File: config.mk
export PLATFORM = sky130hd
export DESIGN_NAME = bsc_ptw_arbiter
export DESIGN_NICKNAME = d
export VERILOG_FILES = /design/src/rtl/bsc_ptw_arbiter.sv
export SDC_FILE = /design/constraint.sdc
export NUM_CORES = 1
export LEC_CHECK = 0
export ABC_CLOCK_PERIOD_IN_PS = 3400
export CAP_MARGIN = 10
export CORE_ASPECT_RATIO = 2
export CORE_MARGIN = 3
export CORE_UTILIZATION = 40
export DETAILED_ROUTE_END_ITERATION = 6
export PLACE_DENSITY = 0.83
export SYNTH_ARGS = -nofsm -noshare
export SYNTH_HDL_FRONTEND = slang
export SYNTH_SLANG_ARGS = --single-unit
File: constraint.sdc
create_clock -name clk_i -period 3.4 [get_ports clk_i]
set_input_delay 0.68 -clock clk_i [delete_from_list [all_inputs] [get_ports clk_i]]
set_output_delay 0.68 -clock clk_i [all_outputs]
set_load 0.01 [all_outputs]
File: src/rtl/bsc_ptw_arbiter.sv
// Arbitrates iTLB/dTLB misses onto a single page-table-walker port, one walk outstanding.
// Optional response watchdog is built when the macro PTW_ARB_TIMEOUT_EN is defined.
module bsc_ptw_arbiter #(
    parameter int unsigned TIMEOUT_CYCLES = 1024
) (
    input  logic        clk_i,
    input  logic        rstn_i,
    input  logic        flush_i,
    input  logic        itlb_req_valid_i,
    input  logic [26:0] itlb_req_vpn_i,
    input  logic [1:0]  itlb_req_prv_i,
    output logic        itlb_req_ready_o,
    output logic        itlb_resp_valid_o,
    input  logic        dtlb_req_valid_i,
    input  logic [26:0] dtlb_req_vpn_i,
    input  logic [1:0]  dtlb_req_prv_i,
    input  logic        dtlb_req_store_i,
    output logic        dtlb_req_ready_o,
    output logic        dtlb_resp_valid_o,
    output logic        ptw_req_valid_o,
    output logic [26:0] ptw_req_vpn_o,
    output logic [1:0]  ptw_req_prv_o,
    output logic        ptw_req_store_o,
    output logic        ptw_req_fetch_o,
    input  logic        ptw_req_ready_i,
    input  logic        ptw_resp_valid_i,
    input  logic [37:0] ptw_resp_pte_i,
    output logic [37:0] tlb_resp_pte_o,
    output logic        busy_o,
    output logic        pmu_conflict_o
);

    localparam logic [1:0] IDLE  = 2'd0;
    localparam logic [1:0] ISSUE = 2'd1;
    localparam logic [1:0] WAIT  = 2'd2;
    localparam logic [1:0] DRAIN = 2'd3;

    localparam logic [37:0] ERR_PTE = {1'b1, 37'd0};

    if ((TIMEOUT_CYCLES < 2) || (TIMEOUT_CYCLES > 65535)) begin : g_bad_timeout
        $error("TIMEOUT_CYCLES must be within 2..65535");
    end

    logic [1:0]  state_q, state_d;
    logic        rr_q, rr_d;        // 1: iTLB wins the next conflict
    logic [26:0] vpn_q, vpn_d;
    logic [1:0]  prv_q, prv_d;
    logic        store_q, store_d;
    logic        fetch_q, fetch_d;
    logic [37:0] pte_q, pte_d;
    logic        iresp_q, iresp_d;
    logic        dresp_q, dresp_d;
    logic        timeout;
    logic        in_idle;
    logic        grant_i;
    logic        grant_d;

    assign in_idle = (state_q == IDLE);
    // Readies are combinational, so they are held low while reset is asserted.
    assign grant_i = rstn_i && in_idle && itlb_req_valid_i && (!dtlb_req_valid_i || rr_q);
    assign grant_d = rstn_i && in_idle && dtlb_req_valid_i && (!itlb_req_valid_i || !rr_q);

`ifdef PTW_ARB_TIMEOUT_EN
    localparam logic [15:0] TIMEOUT_LIM = 16'(TIMEOUT_CYCLES);

    logic [15:0] wdog_q, wdog_d;

    // Restarts on every state change, so DRAIN gets its own full window.
    always_comb begin
        wdog_d = '0;
        if (((state_q == WAIT) || (state_q == DRAIN)) && (state_d == state_q)) begin
            wdog_d = wdog_q + 16'd1;
        end
    end

    assign timeout = (wdog_q == TIMEOUT_LIM);

    always_ff @(posedge clk_i or negedge rstn_i) begin
        if (!rstn_i) begin
            wdog_q <= '0;
        end else begin
            wdog_q <= wdog_d;
        end
    end
`else
    assign timeout = 1'b0;
`endif

    always_comb begin
        state_d = state_q;
        rr_d    = rr_q;
        vpn_d   = vpn_q;
        prv_d   = prv_q;
        store_d = store_q;
        fetch_d = fetch_q;
        pte_d   = pte_q;
        iresp_d = 1'b0;
        dresp_d = 1'b0;
        case (state_q)
            IDLE: begin
                if (grant_i) begin
                    vpn_d   = itlb_req_vpn_i;
                    prv_d   = itlb_req_prv_i;
                    store_d = 1'b0;
                    fetch_d = 1'b1;
                    rr_d    = 1'b0;
                    state_d = ISSUE;
                end else if (grant_d) begin
                    vpn_d   = dtlb_req_vpn_i;
                    prv_d   = dtlb_req_prv_i;
                    store_d = dtlb_req_store_i;
                    fetch_d = 1'b0;
                    rr_d    = 1'b1;
                    state_d = ISSUE;
                end
            end
            ISSUE: begin
                if (flush_i) begin
                    state_d = ptw_req_ready_i ? DRAIN : IDLE;
                end else if (ptw_req_ready_i) begin
                    state_d = WAIT;
                end
            end
            WAIT: begin
                if (flush_i) begin
                    state_d = DRAIN;
                end else if (ptw_resp_valid_i || timeout) begin
                    pte_d   = ptw_resp_valid_i ? ptw_resp_pte_i : ERR_PTE;
                    iresp_d = fetch_q;
                    dresp_d = !fetch_q;
                    state_d = IDLE;
                end
            end
            default: begin
                if (ptw_resp_valid_i || timeout) begin
                    state_d = IDLE;
                end
            end
        endcase
    end

    always_ff @(posedge clk_i or negedge rstn_i) begin
        if (!rstn_i) begin
            state_q <= IDLE;
            rr_q    <= 1'b0;
            vpn_q   <= '0;
            prv_q   <= '0;
            store_q <= 1'b0;
            fetch_q <= 1'b0;
            pte_q   <= '0;
            iresp_q <= 1'b0;
            dresp_q <= 1'b0;
        end else begin
            state_q <= state_d;
            rr_q    <= rr_d;
            vpn_q   <= vpn_d;
            prv_q   <= prv_d;
            store_q <= store_d;
            fetch_q <= fetch_d;
            pte_q   <= pte_d;
            iresp_q <= iresp_d;
            dresp_q <= dresp_d;
        end
    end

    assign itlb_req_ready_o  = grant_i;
    assign dtlb_req_ready_o  = grant_d;
    assign itlb_resp_valid_o = iresp_q;
    assign dtlb_resp_valid_o = dresp_q;
    assign ptw_req_valid_o   = (state_q == ISSUE);
    assign ptw_req_vpn_o     = vpn_q;
    assign ptw_req_prv_o     = prv_q;
    assign ptw_req_store_o   = store_q;
    assign ptw_req_fetch_o   = fetch_q;
    assign tlb_resp_pte_o    = pte_q;
    assign busy_o            = !in_idle;
    assign pmu_conflict_o    = rstn_i && in_idle && itlb_req_valid_i && dtlb_req_valid_i;

endmodule

-- Word-level counts from Yosys, hierarchy flattened
Cells that the tools add are included.
- equality and inequality tests: 4
- reductions and logical operators: 18
- multiplexer cells: 24
- bitwise logic cells: 1
- operators with widths (operator ; count):
    $mux W27 ; 2
    $mux W2 ; 9
    $mux W1 ; 12
    $logic_and A1 B1 Y1 ; 6
    $pmux W2 S3 ; 1
    $logic_not A1 Y1 ; 5
    $reduce_and A2 Y1 ; 2
    $ne A3 B2 Y1 const B ; 1
    $ne A3 B3 Y1 const B ; 1
    $reduce_and A3 Y1 ; 1
    $eq A2 B1 Y1 const B ; 1
    $eq A2 B2 Y1 const B ; 1
    $logic_not A2 Y1 ; 1
    $logic_or A1 B1 Y1 ; 2
    $reduce_bool A2 Y1 ; 1
    $not A1 Y1 ; 1
- logic and storage cells: 56
- bits of input ports: 104
- bits in registers: 74
- output and inout port bits: 76

-- Longest topological paths before layout
Gate-level depths: netlist of run 1.
- depth in word-level cells: 7
- depth in mapped cells: 7
- mapped depth without buffers: 4

-- Worst setup path after synthesis of run 1
No wires, ideal clock.
- path type: input port to output port
- start: input rstn_i
- end: output pmu_conflict_o
- data required time: 2.720 ns
- stages on the path: 4
- path buffers: 2
- arrival time: 1.510 ns
- slack: 1.210 ns
- cell sequence: nor3b_1 > buf_2 > clkbuf_1 > and3_1
- cells in the longest elaborated chain, start to end: 3
- ends and longest elaborated chain (item ; line ; source):
    start: declaration ; 7 ; input logic rstn_i,
    $logic_and A1 B1 Y1 (3 in series) ; 177 ; assign pmu_conflict_o = rstn_i && in_idle && itlb_req_valid_i && dtlb_req_valid_i;
    end: declaration ; 30 ; output logic pmu_conflict_o
Every way passes these cells.

-- Final worst setup path of run 1
- start: input itlb_req_valid_i
- end: output pmu_conflict_o
- cells in the longest elaborated chain, start to end: 2
- ends and longest elaborated chain (item ; line ; source):
    start: declaration ; 9 ; input logic itlb_req_valid_i,
    $logic_and A1 B1 Y1 (2 in series) ; 177 ;
Every way passes these cells.

==> key figures, run 1 <==
GRT
  • GRT Overall Usage: a little under a quarter
  • Largest net degree at the start of global routing: 76
  • Initial antenna violation count: 1
  • Remaining Overflow, GRT: 0
  • Vias in the first global route: between 3,000 and 4,000
  • First-pass GRT wire length: roughly 17 mm

Layout
  • Most common cell after layout, fill and taps aside: clkdlybuf4s50_1
  • NumNets Final: 561
  • Multi-input logic area: roughly 1400 um^2
  • Most frequent cells in the layout: clkdlybuf4s50_1 (178), dfrtp_1 (74), mux2_2 (35), a21oi_1 (30)
  • Fillers: ~680
  • Area Overhead vs Synth: 60.23%
  • Post-layout util: between 60% and 70%
  • FF/Latch Area: approximately 1900 um^2
  • Layout Cells excl Fill: roughly 560
  • Share of cells above drive strength 1: about 15%

Detailed routing
  • Number of vias per cell: ~5.7
  • Iter 0 DRT Violations: between 150 and 200
  • Routed length per instance: between 15 and 20 um
  • DRC viols: 0
  • Via count: 3,189
  • First-pass DRT Iterations: 4
  • Final WL: around 11 mm
  • Antenna viol nets, final: 0

Critical path
  • Slowest CP cell: clkdlybuf4s50_1
  • Crit-path max cell delay: between 0.5 and 0.6 ns
  • CP Cell Sequence: clkdlybuf4s50_1 > buf_4 > and3_1 > clkdlybuf4s50_1
  • Most used cell, CP: clkdlybuf4s50_1
  • Crit path required time: 2.72 ns
  • Critical path class: in2out
  • Flop-to-flop setup slack: between 1 and 1.5 ns
  • CP startpoint kind: input pin
  • Crit end category: primary output
  • WP data arrival: ~2.3 ns
  • Worst Path Max Fanout: 31

Pwr
  • Leakage power: between 2 and 2.5 nW
  • Worst IR Drop VDD: 0.0006113 V
  • Final Total Pwr: about 0.0044 W
  • Pwr Density: between 800 and 900 nW/um^2

Synthesis
  • Largest area contributor in the netlist: dfrtp_1
  • Seq/Total Area, Yosys: a little over half
  • Avg Cell Area, Syn: between 10 and 15 um^2
  • Top_reg_cell synth: dfrtp_1
  • YS warnings: 0
  • Post-Syn Area: 3420 um^2
  • Post-synth net total: just under 400
  • Synth top area share: roughly 54%
  • Number of synthesized register bits: between 70 and 80
  • Post-synth EDFFs: 0
  • Synth async-reset ratio: between 90% and 100%
  • Synth top area cells: dfrtp_1 (54%), mux2_2 (12%), a31oi_1 (5.3%)
  • Post-Synthesis Cells: ~300
  • Library cells used by synthesis: 34

Timing
  • Worst slew pin tran: between 1 and 1.5 ns
  • Fmax: roughly 340 MHz
  • RSZ-0062 raised after global routing: false
  • Fin crit share: a little under nine tenths
  • Setup violators final: 0
  • Skew final: approximately 0.0044 ns
  • Fin crit period: around 2.9 ns
  • Total negative setup slack: 0 ns
  • Slew Limit Fails: 0
  • Setup ws final: roughly 0.47 ns
  • Final hold viol count: 0
  • Slew headroom: roughly a quarter

Placement
  • Dpl ws: about 0.48 ns
  • Port-buffer cells: ~180
  • DP HPWL: approximately 7.8 mm
  • Placed Instances: 544
  • Gp weighted congestion: between 0.8 and 0.9

Die
  • Starting Density: between 40% and 50%
  • Site Rows: 47
  • Die X: just over 70 um
  • Die H: between 100 and 150 um
  • IO Pins: between 150 and 200
  • CORE AREA: 8292 um^2
  • Die area: roughly 9800 um^2

CTS
  • CTS Hold Bufs: 0
  • Post-CTS sizing: 0
  • CTS tree: done
  • H-tree Lvls: 3
  • Root buf cell: clkbuf_16
  • Skew-Pair Late Insertion Delay: 0.32 ns
  • Clk buf depth: 2
  • Clock transition at path regs: 0.05 ns
  • CTS Sinks: 74
  • Total CTS buffers: 9
  • Post-CTS setup buffer count: 0

Min path
  • HP Class: reg2reg

Job
  • Max-cap violations: 0

Status
  • Status: completed
==> cells in the mapped netlist, drive strengths merged, types with 3 or more instances <==
master	count
dfrtp	74
a21oi	30
mux2	38
nand4	29
nor2b	3
clkbuf	16
buf	19
inv	3
o31ai	29
a31oi	29
==> sequential cells by signal (all words and copies together), names as in the netlist <==
register           flops
ptw_req_vpn_o         27
ptw_req_prv_o          2
ptw_req_store_o        1
dtlb_resp_valid_o      1
tlb_resp_pte_o        38
ptw_req_fetch_o        1
itlb_resp_valid_o      1
rr_q                   1
state_q                2
==> where the power goes <==
| group | internal [W] | switching (W) |
|---|---|---|
| combinational | 0.00119 | 0.000894 |
| clock | 0.000480 | 0.000313 |
| sequential | 0.00131 | 0.000246 |
==> metal layers <==
metal  global-route usage (%)  vias up  share of wire, %
met5                        0        -                 0
li1                         -     1445                 -
met1                    24.64     1563                35
met4                    12.34        0               4.6
met2                    39.91      151                55
met3                    4.559       30               4.9
==> logic make-up (layout without fill, tap and decap cells) <==
| logic type | after synthesis | count (layout) | share of synthesized area (%) |
|---|---|---|---|
| multiplexers | 38 | 38 | 12.51 |
| AND/OR/NAND/NOR | 45 | 45 | 8.270 |
| buffers and inverters | 38 | 205 | 5.562 |
| AO/OA/AOI/OAI | 96 | 96 | 19.25 |
| XOR/XNOR | 1 | 1 | 0.2562 |
| flip-flops | 74 | 74 | 54.15 |
| other | 0 | 1 | 0 |
==> final cells by class <==
class / instances / share of cell area (%)
inverters: 3 / 0.2055
clock inverters: 1 / 0.09135
well taps: 98 / 2.238
diodes: 1 / 0.04567
clock buffers: 12 / 4.316
repair buffers: 189 / 34.03
flip-flops and latches: 74 / 33.80
multi-input cells: 180 / 25.28
==> worst paths after layout <==
check,startpoint,depth (start not counted),end
setup / recovery,itlb_req_valid_i,4,pmu_conflict_o
hold / removal,tlb_resp_pte_o[25],1,tlb_resp_pte_o[25]
setup reg to reg,state_q[0],5,ptw_req_vpn_o[14]
hold reg to reg,tlb_resp_pte_o[25],1,tlb_resp_pte_o[25]
max in group asynchronous,rstn_i,2,tlb_resp_pte_o[16]
min in group asynchronous,rstn_i,2,tlb_resp_pte_o[31]
==> stage by stage <==
stage,instance area (um^2),hold WS [ns]
global placement,5235,0.4704
CTS,5477,0.4897
floorplan,3420,0.3844
finish,5479,0.4854
detailed placement,5235,0.4784
global route,5479,0.5105
==> worst max-delay path: cells and delay by family <==
kind	cells	cell delay (ns)
and+or+nand+nor	1	0.21
buffers and inverters	3	1.36
Power figures use the tool's default switching activity.
==> run 2: changes to the inputs <==
ABC_CLOCK_PERIOD_IN_PS = 3050   (was 3400)
clock period = 3.05 ns   (was 3.4 ns; I/O delays follow)
==> run 2 against run 1 <==
Effect of this change: count of clock-buffer cells in the layout fell by 1; sequential share of layout area fell by 0.46 points; clock power increased by 40%; register-to-register slack got worse by 0.52 ns; sequential power up 12%; first-iteration DRC count is 19% higher; cell count up 0.54%; non-clock buffer count rose by 1; global-route usage is 0.12 points higher; routed wire length is 0.20% higher; cell area up 1.4%; total power increased by 17%; critical endpoint is now dtlb_req_ready_o.
==> key figures, run 2 (synthesis results as in run 1) <==
Status
  • Status: completed

Critical path
  • WP data arrival: approximately 2.1 ns
  • Flop-to-flop setup slack: 0.88 ns
  • Most used cell, CP: clkdlybuf4s50_1
  • Slowest CP cell: clkdlybuf4s50_1
  • Crit path buffers/inverters: 3
  • CP top delay family: buffers and inverters
  • Crit. Startpoint: dtlb_req_valid_i
  • CP Cell Sequence: clkdlybuf4s50_1 > nand2b_1 > nand3_1 > inv_1 > nor2_1 > clkdlybuf4s50_1
  • CP startpoint kind: input pin
  • Crit end category: primary output
  • Worst R2R Start: state_q[1]
  • Critical path class: in2out
  • Worst Reg-to-Reg Cells: 5
  • Crit path required time: between 2 and 2.5 ns
  • Crit-path max cell delay: between 0.5 and 0.6 ns
  • Worst Path Max Fanout: 4
  • RR Endpoint: ptw_req_vpn_o[3]

CTS
  • Clk buf depth: 2
  • CTS Sinks: between 70 and 80
  • Clock transition at path regs: ~0.060 ns
  • Post-CTS setup buffer count: 0
  • Skew-Pair Late Insertion Delay: 0.33 ns
  • CTS tree: done
  • Total CTS buffers: 9
  • H-tree Lvls: 3
  • Post-CTS sizing: 0
  • Root buf cell: clkbuf_16
  • CTS Hold Bufs: 0

Min path
  • HP Class: reg2reg
  • Hold Crit Start: tlb_resp_pte_o[25]
  • Hold Path Depth: 1
  • Min-Delay Endpoint: tlb_resp_pte_o[25]

Timing
  • Total negative setup slack: 0 ns
  • Hold WS: ~0.5 ns
  • Fin crit period: roughly 2.7 ns
  • Final hold viol count: 0
  • Setup violators final: 0
  • Slew Limit Fails: 0
  • Skew final: about 0.0075 ns
  • RSZ-0062 raised after global routing: false
  • Worst slew pin tran: around 0.9 ns
  • Fmax: between 300 and 400 MHz
  • Fin crit share: between 80% and 90%
  • Slew headroom: 38.52%

Job
  • Max-cap violations: 0

Pwr
  • Worst IR Drop VDD: about 0.00056 V
  • Leakage power: roughly 2.2 nW
  • Pwr Density: ~930 nW/um^2

Placement
  • Port-buffer cells: between 150 and 200
  • Placed Instances: ~550
  • Gp weighted congestion: approximately 0.8
  • Placed Instance Area: roughly 5200 um^2
  • DP HPWL: about 7.8 mm

Detailed routing
  • DRC viols: 0
  • First-pass DRT Iterations: 4
  • Via count: around 3,100
  • Final WL: ~11 mm
  • Number of vias per cell: between 5 and 6
  • Routed length per instance: just under 20 um
  • Antenna viol nets, final: 0
  • Iter 0 DRT Violations: roughly 200

Die
  • IO Pins: 180
  • Die H: approximately 140 um
  • CORE AREA: between 8000 and 9000 um^2
  • Die X: between 70 and 80 um
  • Starting Density: 41.24%
  • Die area: between 9000 and 10,000 um^2
  • Site Rows: 47

Layout
  • Max reg flops: 38
  • # diodes: 0
  • Post-layout util: around 67%
  • Share of cells above drive strength 1: ~16%
  • Most frequent cells in the layout: clkdlybuf4s50_1 (178), dfrtp_1 (74), mux2_2 (35), a21oi_1 (30)
  • Layout Cells excl Fill: ~560
  • Area Overhead vs Synth: 62.42%
  • Finished Cell Area: between 5000 and 6000 um^2
  • NumNets Final: around 560
  • Most common cell after layout, fill and taps aside: clkdlybuf4s50_1
  • Fillers: about 660

GRT
  • Remaining Overflow, GRT: 0
  • Initial antenna violation count: 0
  • Vias in the first global route: between 3,000 and 4,000
  • Largest net degree at the start of global routing: 75
  • GRT Overall Usage: 22.67%
  • First-pass GRT wire length: 16.97 mm
-- run 2: cell types whose count changed in the layout (fill, tap and decap cells not counted) --
cell and change:
clkinv_4 +1, diode_2 -1, buf_4 +1, clkinv_2 +1, clkbuf_1 -1, bufinv_16 +2
-- run 2: stage by stage --
step                power (W)  setup slack [ns]
floorplan            0.002751            0.9996
global placement     0.004019            0.3692
detailed placement   0.004098            0.3197
CTS                  0.005232            0.3138
global route         0.005459            0.2013
finish               0.005174            0.3166
-- run 2: layer usage --
layer	track usage, %	vias up	wire length [um]
met3	3.456	30	456
li1	-	1445	-
met2	39.96	138	6023
met5	0	-	0
met4	13.70	0	520
met1	25.06	1536	3800
-- run 2: layout make-up --
cell class	count	area (um^2)	share of cell area, %
Timing Repair Buffer	190	1872	33.70
Clock inverter	5	78.83	1.419
Inverter	3	11.26	0.2027
Sequential cell	74	1852	33.34
Multi-Input combinational cell	180	1385	24.94
Tap cell	98	122.6	2.208
Clock buffer	11	232.7	4.190
-- run 2: worst max-delay path by stage --
stage | to | depth (start not counted)
after floorplan | pmu_conflict_o | 4
final | dtlb_req_ready_o | 6
after global routing | dtlb_req_ready_o | 6
after global placement | dtlb_req_ready_o | 6
after detailed placement | dtlb_req_ready_o | 6
after CTS | dtlb_req_ready_o | 6
-- run 2: worst register-to-register path: stages (launching register included) --
cell	delay, ns
dfrtp_1	0.46
nor3b_2	0.34
buf_4	0.56
and2_0	0.20
buf_4	0.32
a31oi_1	0.16
-- run 2: power by group --
group	internal, W	switching [W]	total, W
registers	0.00146	0.000272	0.00173
clock network	0.000715	0.000392	0.00111
logic	0.00133	0.00101	0.00234
